[src/rtl/sample_collector.sv]
// Collects decimated ADC samples into the FFT input memory, then issues one
// start pulse per full frame and waits for the FFT to finish before refilling.
module sample_collector #(
  parameter int DATA_WIDTH   = 18,
  parameter int ADDR_WIDTH   = 4,
  parameter int SAMPLE_WIDTH = 12,
  parameter int DECIMATE     = 1
) (
  input  logic                    clk,
  input  logic                    rst,
  input  logic                    sample_valid,
  input  logic [SAMPLE_WIDTH-1:0] sample_in,
  input  logic                    fft_done,
  output logic                    mic_we,
  output logic [ADDR_WIDTH-1:0]   mic_addr,
  output logic [DATA_WIDTH-1:0]   mic_data,
  output logic                    start,
  output logic [7:0]              frame_count,
  output logic                    overrun
);

  typedef enum logic [1:0] {FILL, TRIGGER, WAIT_BUSY, WAIT_DONE} state_t;

  localparam int DEC_W = (DECIMATE > 1) ? $clog2(DECIMATE) : 1;
  localparam logic [DEC_W-1:0] DEC_LAST = DEC_W'(DECIMATE - 1);
  localparam logic [ADDR_WIDTH-1:0] IDX_LAST = {ADDR_WIDTH{1'b1}};

  state_t                  state_q, state_d;
  logic [ADDR_WIDTH-1:0]   idx_q, idx_d;
  logic [DEC_W-1:0]        dec_q, dec_d;
  logic                    mic_we_q, mic_we_d;
  logic [ADDR_WIDTH-1:0]   mic_addr_q, mic_addr_d;
  logic [DATA_WIDTH-1:0]   mic_data_q, mic_data_d;
  logic                    start_q, start_d;
  logic [7:0]              frame_count_q, frame_count_d;
  logic                    overrun_q, overrun_d;

  // Offset-binary to two's complement: flip the MSB, then sign-extend.
  logic signed [SAMPLE_WIDTH-1:0] sample_s;
  assign sample_s = {~sample_in[SAMPLE_WIDTH-1], sample_in[SAMPLE_WIDTH-2:0]};

  always_comb begin
    state_d       = state_q;
    idx_d         = idx_q;
    dec_d         = dec_q;
    mic_we_d      = 1'b0;
    mic_addr_d    = mic_addr_q;
    mic_data_d    = mic_data_q;
    start_d       = 1'b0;
    frame_count_d = frame_count_q;
    overrun_d     = overrun_q;
    case (state_q)
      FILL: begin
        if (sample_valid) begin
          if (dec_q == DEC_LAST) begin
            dec_d = '0;
            if (fft_done) begin
              mic_we_d   = 1'b1;
              mic_addr_d = idx_q;
              mic_data_d = DATA_WIDTH'(sample_s);
              idx_d      = idx_q + ADDR_WIDTH'(1);
              if (idx_q == IDX_LAST) state_d = TRIGGER;
            end else begin
              overrun_d = 1'b1;
            end
          end else begin
            dec_d = dec_q + DEC_W'(1);
          end
        end
      end
      // start is registered so it lands the cycle after the final write
      TRIGGER: begin
        start_d       = 1'b1;
        frame_count_d = frame_count_q + 8'd1;
        state_d       = WAIT_BUSY;
      end
      WAIT_BUSY: if (!fft_done) state_d = WAIT_DONE;
      WAIT_DONE: begin
        if (fft_done) begin
          state_d = FILL;
          idx_d   = '0;
          dec_d   = '0;
        end
      end
      default: state_d = FILL;
    endcase
    if (state_q != FILL && sample_valid) overrun_d = 1'b1;
  end

  always_ff @(posedge clk) begin
    if (!rst) begin
      state_q       <= FILL;
      idx_q         <= '0;
      dec_q         <= '0;
      mic_we_q      <= 1'b0;
      mic_addr_q    <= '0;
      mic_data_q    <= '0;
      start_q       <= 1'b0;
      frame_count_q <= '0;
      overrun_q     <= 1'b0;
    end else begin
      state_q       <= state_d;
      idx_q         <= idx_d;
      dec_q         <= dec_d;
      mic_we_q      <= mic_we_d;
      mic_addr_q    <= mic_addr_d;
      mic_data_q    <= mic_data_d;
      start_q       <= start_d;
      frame_count_q <= frame_count_d;
      overrun_q     <= overrun_d;
    end
  end

  assign mic_we      = mic_we_q;
  assign mic_addr    = mic_addr_q;
  assign mic_data    = mic_data_q;
  assign start       = start_q;
  assign frame_count = frame_count_q;
  assign overrun     = overrun_q;

endmodule

[config.mk]
export PLATFORM = sky130hd
export DESIGN_NAME = sample_collector
export DESIGN_NICKNAME = d
export VERILOG_FILES = /design/src/rtl/sample_collector.sv
export SDC_FILE = /design/constraint.sdc
export NUM_CORES = 1
export LEC_CHECK = 0
export BUFFER_PORTS_ARGS = -buffer_cell sky130_fd_sc_hd__buf_2
export CAP_MARGIN = 20
export CORE_MARGIN = 2
export CORE_UTILIZATION = 49
export CTS_CLUSTER_DIAMETER = 200
export CTS_CLUSTER_SIZE = 30
export DETAILED_ROUTE_END_ITERATION = 16
export GPL_TIMING_DRIVEN = 1
export PLACE_DENSITY = 0.76
export SLEW_MARGIN = 20
export SYNTH_ARGS = -nofsm -noshare
export SYNTH_HDL_FRONTEND = slang
export SYNTH_SLANG_ARGS = --single-unit
[constraint.sdc]
create_clock -name clk -period 2.6 [get_ports clk]
set_clock_uncertainty 0.1 [all_clocks]
set_input_delay 0.39 -clock clk [delete_from_list [all_inputs] [get_ports clk]]
set_output_delay 0.39 -clock clk [all_outputs]
set_load 0.02 [all_outputs]
==> out/results.txt, run 1 <==
maximum level of the CTS H-tree = 2
Synth warnings = 0
pin slew with the least headroom to its limit = 875 ps
category of the most critical setup path = reg -> reg
crit share post-route = 70.2%
Final Routed Wirelength = 2860 microns
number of endpoints with negative hold slack in the final report = 0
Sum Neg Setup Slack = 0 ps
commonest cells after routing, fill and taps aside = sky130_fd_sc_hd__buf_2 (48), sky130_fd_sc_hd__nand2_1 (37), sky130_fd_sc_hd__dfxtp_1 (33), sky130_fd_sc_hd__a21oi_1 (21), sky130_fd_sc_hd__nor2_1 (9)
Placement Cell Area = 1640 sq um
Worst path depth = 5
worst IR drop on VDD = 498 uV
post-synthesis instance area = 1460 sq um
global-route total usage across every layer = 19.0%
initial DRC count = 57
Critical path origin = state_q[0]
Net Sw Frac = 25.4%
critical path's largest stage delay = 590 ps
Crit-path slowest cell = sky130_fd_sc_hd__and3_1
simple-gate area share of the yosys netlist = 21.0%
number of buffers added for setup after CTS = 0
number of placed I/O pins = 49
Clock power frac = 28.7%
TritonCTS clock tree = yes
largest family of logic cells by synthesized area = simple AND/OR/NAND/NOR gates
cells after synthesis = 169
Area growth, synth to finish = 15.4%
synthesized-area fraction occupied by adder cells = 6.01%
static power due to leakage = 0.754 nW
Max-Cap Viols = 0
most frequent standard cell in the layout excluding fill and tap cells = sky130_fd_sc_hd__buf_2
HPWL Detailed = 2110 microns
total of hold buffers inserted after clock tree synthesis = 0
switching power = 0.219 mW
final-report setup violation count = 0
via count = 1,287
area enclosed by the die boundary = 3420 sq um
category of the worst setup path launch point = register
die span in y = 58.5 microns
pwr dens = 513 nW/um^2
power share of the combinational group = 10.3%
pin count of the biggest net entering global routing = 31
run status = finished clean
clock tree buffer depth = 2
vias in the first global route = 1,174
peak clock frequency supported by timing = 548 MHz
length in cells of the worst reg-to-reg path = 5
clock tree root buffer cell = sky130_fd_sc_hd__clkbuf_4
startpoint of the most critical register-to-register path = state_q[0]
path class of the lowest-slack min-delay path = in -> reg
number of clock sinks seen by CTS = 33
area share of xor/xnor cells in the synthesized design = 2.41%
global-route wire length before repair = 4930 microns
mean area per synthesized cell = 8.62 sq um
worst slew margin relative to its limit = 41.6%
Crit Path Max Fanout = 17
GPL Wtd Cong = 0.788
critical path capture point type = register
internal power = 0.642 mW
initial antenna violation count = 0
compound-cell area share of the yosys netlist = 15.4%
post-route standard cell area excluding fillers = 1680 sq um
post-route minimum period = 1830 ps
latest clock arrival within the worst-skew pair = 340 ps
worst r2r dst = mic_data[11]
Critical Path RT = 2750 ps
register-to-register setup slack = 770 ps
placeable core area = 2780 sq um
total overflow reported by the global router = 0
DR pass1 iterations = 4
share of total power in sequential cells = 60.9%
critical path endpoint = mic_data[11]
number of different library cells in the post-synthesis netlist = 34
Crit path max-delay family = simple AND/OR/NAND/NOR gates
post-synthesis sequential element count = 33
share of synthesized area spent on multiplexers = 2.06%
Vias/cell = 5.38
Initial Util = 52.4%
cells resized by post-CTS repair = 0
final core utilization = 60.4%
mean routed wirelength per cell = 12.0 microns
DRC errors left = 0
unrepaired setup endpoints after global routing = false
horizontal die dimension = 58.5 microns
Max Transition Viols Final = 0
cells traversed along the worst timing path = inv_1, ha_1, and3_1, nor2_1, a211oi_1
net count of the mapped netlist = 192
share of the yosys chip area belonging to registers = 45.4%
antenna-violating nets left = 0
standard-cell rows = 19
IO buf count = 48
CTS clk-pin slew, worst paths = 90 ps
total clock buffers created by CTS = 5
proportion of layout cells with a drive suffix above 1 = 26.9%
Critical path buffers and inverters = 1
signal arrival time at the worst endpoint = 1980 ps
Antenna diodes = 0
Post-layout nets = 232
worst min path at each step:
stage,startpoint,end,slack [ps],depth (start not counted)
floorplan,idx_q[1],mic_addr[1],350,2
global placement,mic_data[5],mic_data[5],340,2
detailed placement,mic_data[4],mic_data[4],350,2
CTS,sample_in[11],mic_data[11],110,2
global route,sample_in[11],mic_data[11],110,2
finish,sample_in[11],mic_data[11],120,2
per-stage QoR:
stage / hold slack [ps] / setup slack, ps / cells / total power [mW]
final: 118 / 775 / 239 / 0.861
after global placement: 340 / 863 / 233 / 0.625
after global routing: 108 / 530 / 239 / 0.903
after CTS: 114 / 758 / 239 / 0.871
after floorplan: 354 / 1100 / 169 / 0.603
after detailed placement: 346 / 777 / 233 / 0.627
cells by family (layout without fill, tap and decap cells):
logic type | Yosys count | in the layout
AND/OR/NAND/NOR | 66 | 66
buffers and inverters | 19 | 58
flip-flops | 33 | 33
adder cells (fa/ha/maj) | 7 | 7
AO/OA/AOI/OAI | 37 | 37
multiplexers | 3 | 3
XOR/XNOR | 4 | 4
registers in the layout, summed over array words and instances, names as in the netlist:
name,count
frame_count,8
idx_q,4
mic_addr,4
mic_data,12
mic_we,1
overrun,1
start,1
state_q,2
final cells by class:
| class | count | area (sq um) |
|---|---|---|
| multi-input combinational | 117 | 683 |
| timing repair buffer | 48 | 240 |
| tap | 31 | 38.8 |
| clock inverter | 1 | 5.00 |
| fill | 254 | 1100 |
| clock buffer | 5 | 37.5 |
| sequential | 33 | 661 |
| inverter | 4 | 15.0 |
cells in the mapped netlist:
cell,count,area (sq um)
sky130_fd_sc_hd__nand2_1,37,139
sky130_fd_sc_hd__dfxtp_1,33,661
sky130_fd_sc_hd__a21oi_1,21,105
sky130_fd_sc_hd__nor2_1,9,33.8
sky130_fd_sc_hd__buf_4,8,60.1
sky130_fd_sc_hd__ha_1,7,87.6
sky130_fd_sc_hd__inv_1,4,15.0
sky130_fd_sc_hd__o21ai_0,4,20.0
sky130_fd_sc_hd__clkbuf_1,3,11.3
sky130_fd_sc_hd__mux2i_1,3,30.0
sky130_fd_sc_hd__nand3_1,3,15.0
sky130_fd_sc_hd__nand4_1,3,18.8
sky130_fd_sc_hd__o311ai_0,3,26.3
sky130_fd_sc_hd__or3_1,3,18.8
sky130_fd_sc_hd__xor2_1,3,26.3
sky130_fd_sc_hd__a211oi_1,2,15.0
sky130_fd_sc_hd__a31oi_1,2,12.5
sky130_fd_sc_hd__and3_1,2,12.5
sky130_fd_sc_hd__buf_2,2,10.0
sky130_fd_sc_hd__nand3b_1,2,15.0
sky130_fd_sc_hd__nor2b_1,2,12.5
sky130_fd_sc_hd__a2111o_1,1,11.3
sky130_fd_sc_hd__a21bo_2,1,10.0
sky130_fd_sc_hd__a2bb2oi_1,1,8.76
sky130_fd_sc_hd__and2_1,1,6.26
sky130_fd_sc_hd__buf_6,1,11.3
sky130_fd_sc_hd__clkbuf_2,1,5.00
sky130_fd_sc_hd__nand4_2,1,12.5
sky130_fd_sc_hd__nand4b_1,1,8.76
sky130_fd_sc_hd__nor3_1,1,5.00
sky130_fd_sc_hd__o21a_1,1,7.51
sky130_fd_sc_hd__o31ai_1,1,7.51
sky130_fd_sc_hd__or3b_1,1,8.76
sky130_fd_sc_hd__xnor2_1,1,8.76
routing by layer:
metal | share of wire, % | wire length (microns) | global-route usage, %
met3 | 7.7 | 221 | 8.13
met2 | 48 | 1360 | 31.8
met4 | 1.5 | 44 | 5.98
met5 | 0 | 0 | 0
met1 | 43 | 1230 | 22.0
power groups by stage:
stage	clock network, mW	logic, mW	registers [mW]
final	0.247	0.0891	0.525
after global routing	0.276	0.100	0.527
after CTS	0.255	0.0904	0.525
after detailed placement	0	0.0903	0.537
after global placement	0	0.0888	0.537
after floorplan	0	0.0527	0.550
Note: power is estimated with default switching activity, not from simulation.
==> run 2: changes to the inputs <==
--- a/config.mk
+++ b/config.mk
@@ -8,12 +8,12 @@
 export BUFFER_PORTS_ARGS = -buffer_cell sky130_fd_sc_hd__buf_2
 export CAP_MARGIN = 20
 export CORE_MARGIN = 2
-export CORE_UTILIZATION = 49
+export CORE_UTILIZATION = 44
 export CTS_CLUSTER_DIAMETER = 200
 export CTS_CLUSTER_SIZE = 30
 export DETAILED_ROUTE_END_ITERATION = 16
 export GPL_TIMING_DRIVEN = 1
-export PLACE_DENSITY = 0.76
+export PLACE_DENSITY = 0.72
 export SLEW_MARGIN = 20
 export SYNTH_ARGS = -nofsm -noshare
 export SYNTH_HDL_FRONTEND = slang
==> constraint.sdc (replaced) <==
create_clock -name clk -period 1.5 [get_ports clk]
set_clock_uncertainty 0.1 [all_clocks]
set_input_delay 0.225 -clock clk [delete_from_list [all_inputs] [get_ports clk]]
set_output_delay 0.225 -clock clk [all_outputs]
set_load 0.02 [all_outputs]
==> run 2 against run 1 <==
Effect of this change: clock power increased by 80%; final area increased by 11%; setup slack got worse by 730 ps; sequential power increased by 73%; via count increased by 3.7%; wire length increased by 8.0%; register-to-register slack got worse by 730 ps; sequential share of layout area decreased by 3.6 points.
==> out/results.txt, run 2 (synthesized netlist as in run 1, its figures left out) <==
proportion of layout cells with a drive suffix above 1 = 36.5% (+9.6 points)
critical path endpoint = idx_q[3]
number of placed I/O pins = 49 (unchanged)
standard-cell rows = 20 (+1)
critical path capture point type = register
post-route minimum period = 1450 ps (-373 ps)
worst r2r dst = idx_q[3]
signal arrival time at the worst endpoint = 1620 ps (-360 ps)
crit share post-route = 96.8% (+27 points)
category of the worst setup path launch point = register
Critical Path RT = 1670 ps (-1080 ps)
DRC errors left = 0 (unchanged)
mean routed wirelength per cell = 11.6 microns (-3.0%)
Final Routed Wirelength = 3090 microns (+8.0%)
critical path's largest stage delay = 370 ps (-220 ps)
post-route standard cell area excluding fillers = 1870 sq um (+11%)
IO buf count = 48 (unchanged)
pwr dens = 818 nW/um^2 (+60%)
area enclosed by the die boundary = 3790 sq um (+11%)
maximum level of the CTS H-tree = 2 (unchanged)
Area growth, synth to finish = 28.3%
Worst path depth = 4 (-1)
unrepaired setup endpoints after global routing = true
DR pass1 iterations = 4 (unchanged)
initial DRC count = 46 (-19%)
Critical path buffers and inverters = 1 (unchanged)
run status = finished clean
static power due to leakage = 0.841 nW (+12%)
horizontal die dimension = 61.5 microns (+5.1%)
Critical path origin = state_q[0]
worst IR drop on VDD = 546 uV (+9.8%)
final-report setup violation count = 0 (unchanged)
commonest cells after routing, fill and taps aside = sky130_fd_sc_hd__buf_2 (48), sky130_fd_sc_hd__nand2_1 (37), sky130_fd_sc_hd__dfxtp_1 (30), sky130_fd_sc_hd__a21oi_1 (21), sky130_fd_sc_hd__buf_4 (13)
Vias/cell = 5.02 (-6.9%)
startpoint of the most critical register-to-register path = state_q[0]
HPWL Detailed = 2140 microns (+1.8%)
path class of the lowest-slack min-delay path = in -> reg
via count = 1,334 (+3.7%)
final-layout fill cell count = 302 (+19%)
pin slew with the least headroom to its limit = 334 ps (-541 ps)
number of endpoints with negative hold slack in the final report = 0 (unchanged)
GPL Wtd Cong = 0.866 (+9.9%)
worst hold path stage count = 3 (+1)
Crit-path slowest cell = sky130_fd_sc_hd__dfxtp_4
Antenna diodes = 0 (unchanged)
Crit path max-delay family = flip-flops
number of clock sinks seen by CTS = 33 (unchanged)
initial antenna violation count = 0 (unchanged)
total clock buffers created by CTS = 5 (unchanged)
global-route total usage across every layer = 17.2% (-1.8 points)
TritonCTS clock tree = yes
worst slew margin relative to its limit = 77.5% (+36 points)
minimum setup slack after placement = -31.5 ps (-809 ps)
cells traversed along the worst timing path = ha_1, buf_4, or3b_1, a31oi_1
post-route setup slack = 48.1 ps (-727 ps)
Seq. cell area = 667 sq um (+0.95%)
area occupied by multi-input gates = 741 sq um (+8.4%)
Max-Cap Viols = 0 (unchanged)
Placement Cell Area = 1750 sq um (+6.6%)
CTS clk-pin slew, worst paths = 100 ps (about the same)
placeable core area = 3100 sq um (+12%)
vias in the first global route = 1,164 (-0.85%)
clock tree buffer depth = 2 (unchanged)
pin count of the biggest net entering global routing = 23 (-26%)
global-route wire length before repair = 4840 microns (-1.8%)
total overflow reported by the global router = 0 (unchanged)
Max Transition Viols Final = 0 (unchanged)
number of flip-flops in the largest register = 12 (unchanged)
Post-layout nets = 246 (+6.0%)
clock tree root buffer cell = sky130_fd_sc_hd__clkbuf_4
length in cells of the worst reg-to-reg path = 4 (-1)
die span in y = 61.5 microns (+5.1%)
Initial Util = 46.9% (-5.4 points)
most frequent standard cell in the layout excluding fill and tap cells = sky130_fd_sc_hd__buf_2
peak clock frequency supported by timing = 689 MHz (+26%)
antenna-violating nets left = 0 (unchanged)
Crit Path Max Fanout = 4 (-13)
register-to-register setup slack = 50 ps (-730 ps)
latest clock arrival within the worst-skew pair = 330 ps (about the same)
category of the most critical setup path = reg -> reg
-- run 2: cell types whose count changed in the layout (fill, tap and decap cells not counted), sizes merged --
| cell | before | now |
|---|---|---|
| buf | 48 | 61 |
| dlygate4sd3 | 0 | 1 |
-- run 2: how the worst min path moves through the flow --
stage | start | to | slack (ps)
after floorplan | sample_in[11] | mic_data[11] | 220
after global placement | sample_in[11] | mic_data[11] | 320
after detailed placement | sample_in[11] | mic_data[11] | 310
after CTS | sample_in[2] | mic_data[2] | 20
after global routing | sample_in[2] | mic_data[2] | 20
final | sample_in[2] | mic_data[2] | 30
-- run 2: worst reg2reg max path, stage by stage, from the launching register on --
cell                      delay [ps]
sky130_fd_sc_hd__dfxtp_4         370
sky130_fd_sc_hd__ha_1            240
sky130_fd_sc_hd__buf_4           160
sky130_fd_sc_hd__or3b_1          370
sky130_fd_sc_hd__a31oi_1         160
-- run 2: timing repair --
item	4_1_cts	5_1_grt
resized for setup	4	12
buffers inserted	0	1
pin swaps	0	3
cloned	0	0
endpoints found under the hold margin	1	0
hold buffers	1	0
setup endpoints to repair	22	23
-- run 2: final cells by class --
cell class	instances	share of cell area (%)
clock buffers	5	2.01
clock inverters	1	0.268
inverters	4	0.804
multi-input cells	117	39.7
flip-flops and latches	33	35.7
well taps	44	2.95
repair buffers	62	18.6
-- run 2: metal layers --
| metal | up-vias | share of wire [%] | GRT usage (%) |
|---|---|---|---|
| li1 | 684 | - | - |
| met4 | 0 | 1.6 | 8.81 |
| met1 | 601 | 47 | 20.9 |
| met2 | 42 | 45 | 27.8 |
| met3 | 7 | 6.8 | 4.62 |
| met5 | - | 0 | 0 |
-- run 2: power breakdown --
| part | switching [mW] | internal, mW | leakage (nW) |
|---|---|---|---|
| Combinational | 0.106 | 0.0700 | 0.545 |
| Clock | 0.282 | 0.162 | 0.0269 |
| Sequential | 0.0125 | 0.895 | 0.270 |
| Total | 0.400 | 1.13 | 0.841 |
-- run 2: per-stage QoR --
stage	utilization [%]	hold slack (ps)	instances	power (mW)	setup TNS, ps
final	60.2	27.5	266	1.53	0
after detailed placement	56.3	311	258	1.10	-179
after global placement	56.3	317	258	1.10	-7.54
after CTS	58.5	17.5	265	1.55	-11.2
after global routing	60.2	20.2	266	1.61	-103
after floorplan	-	221	169	1.05	0
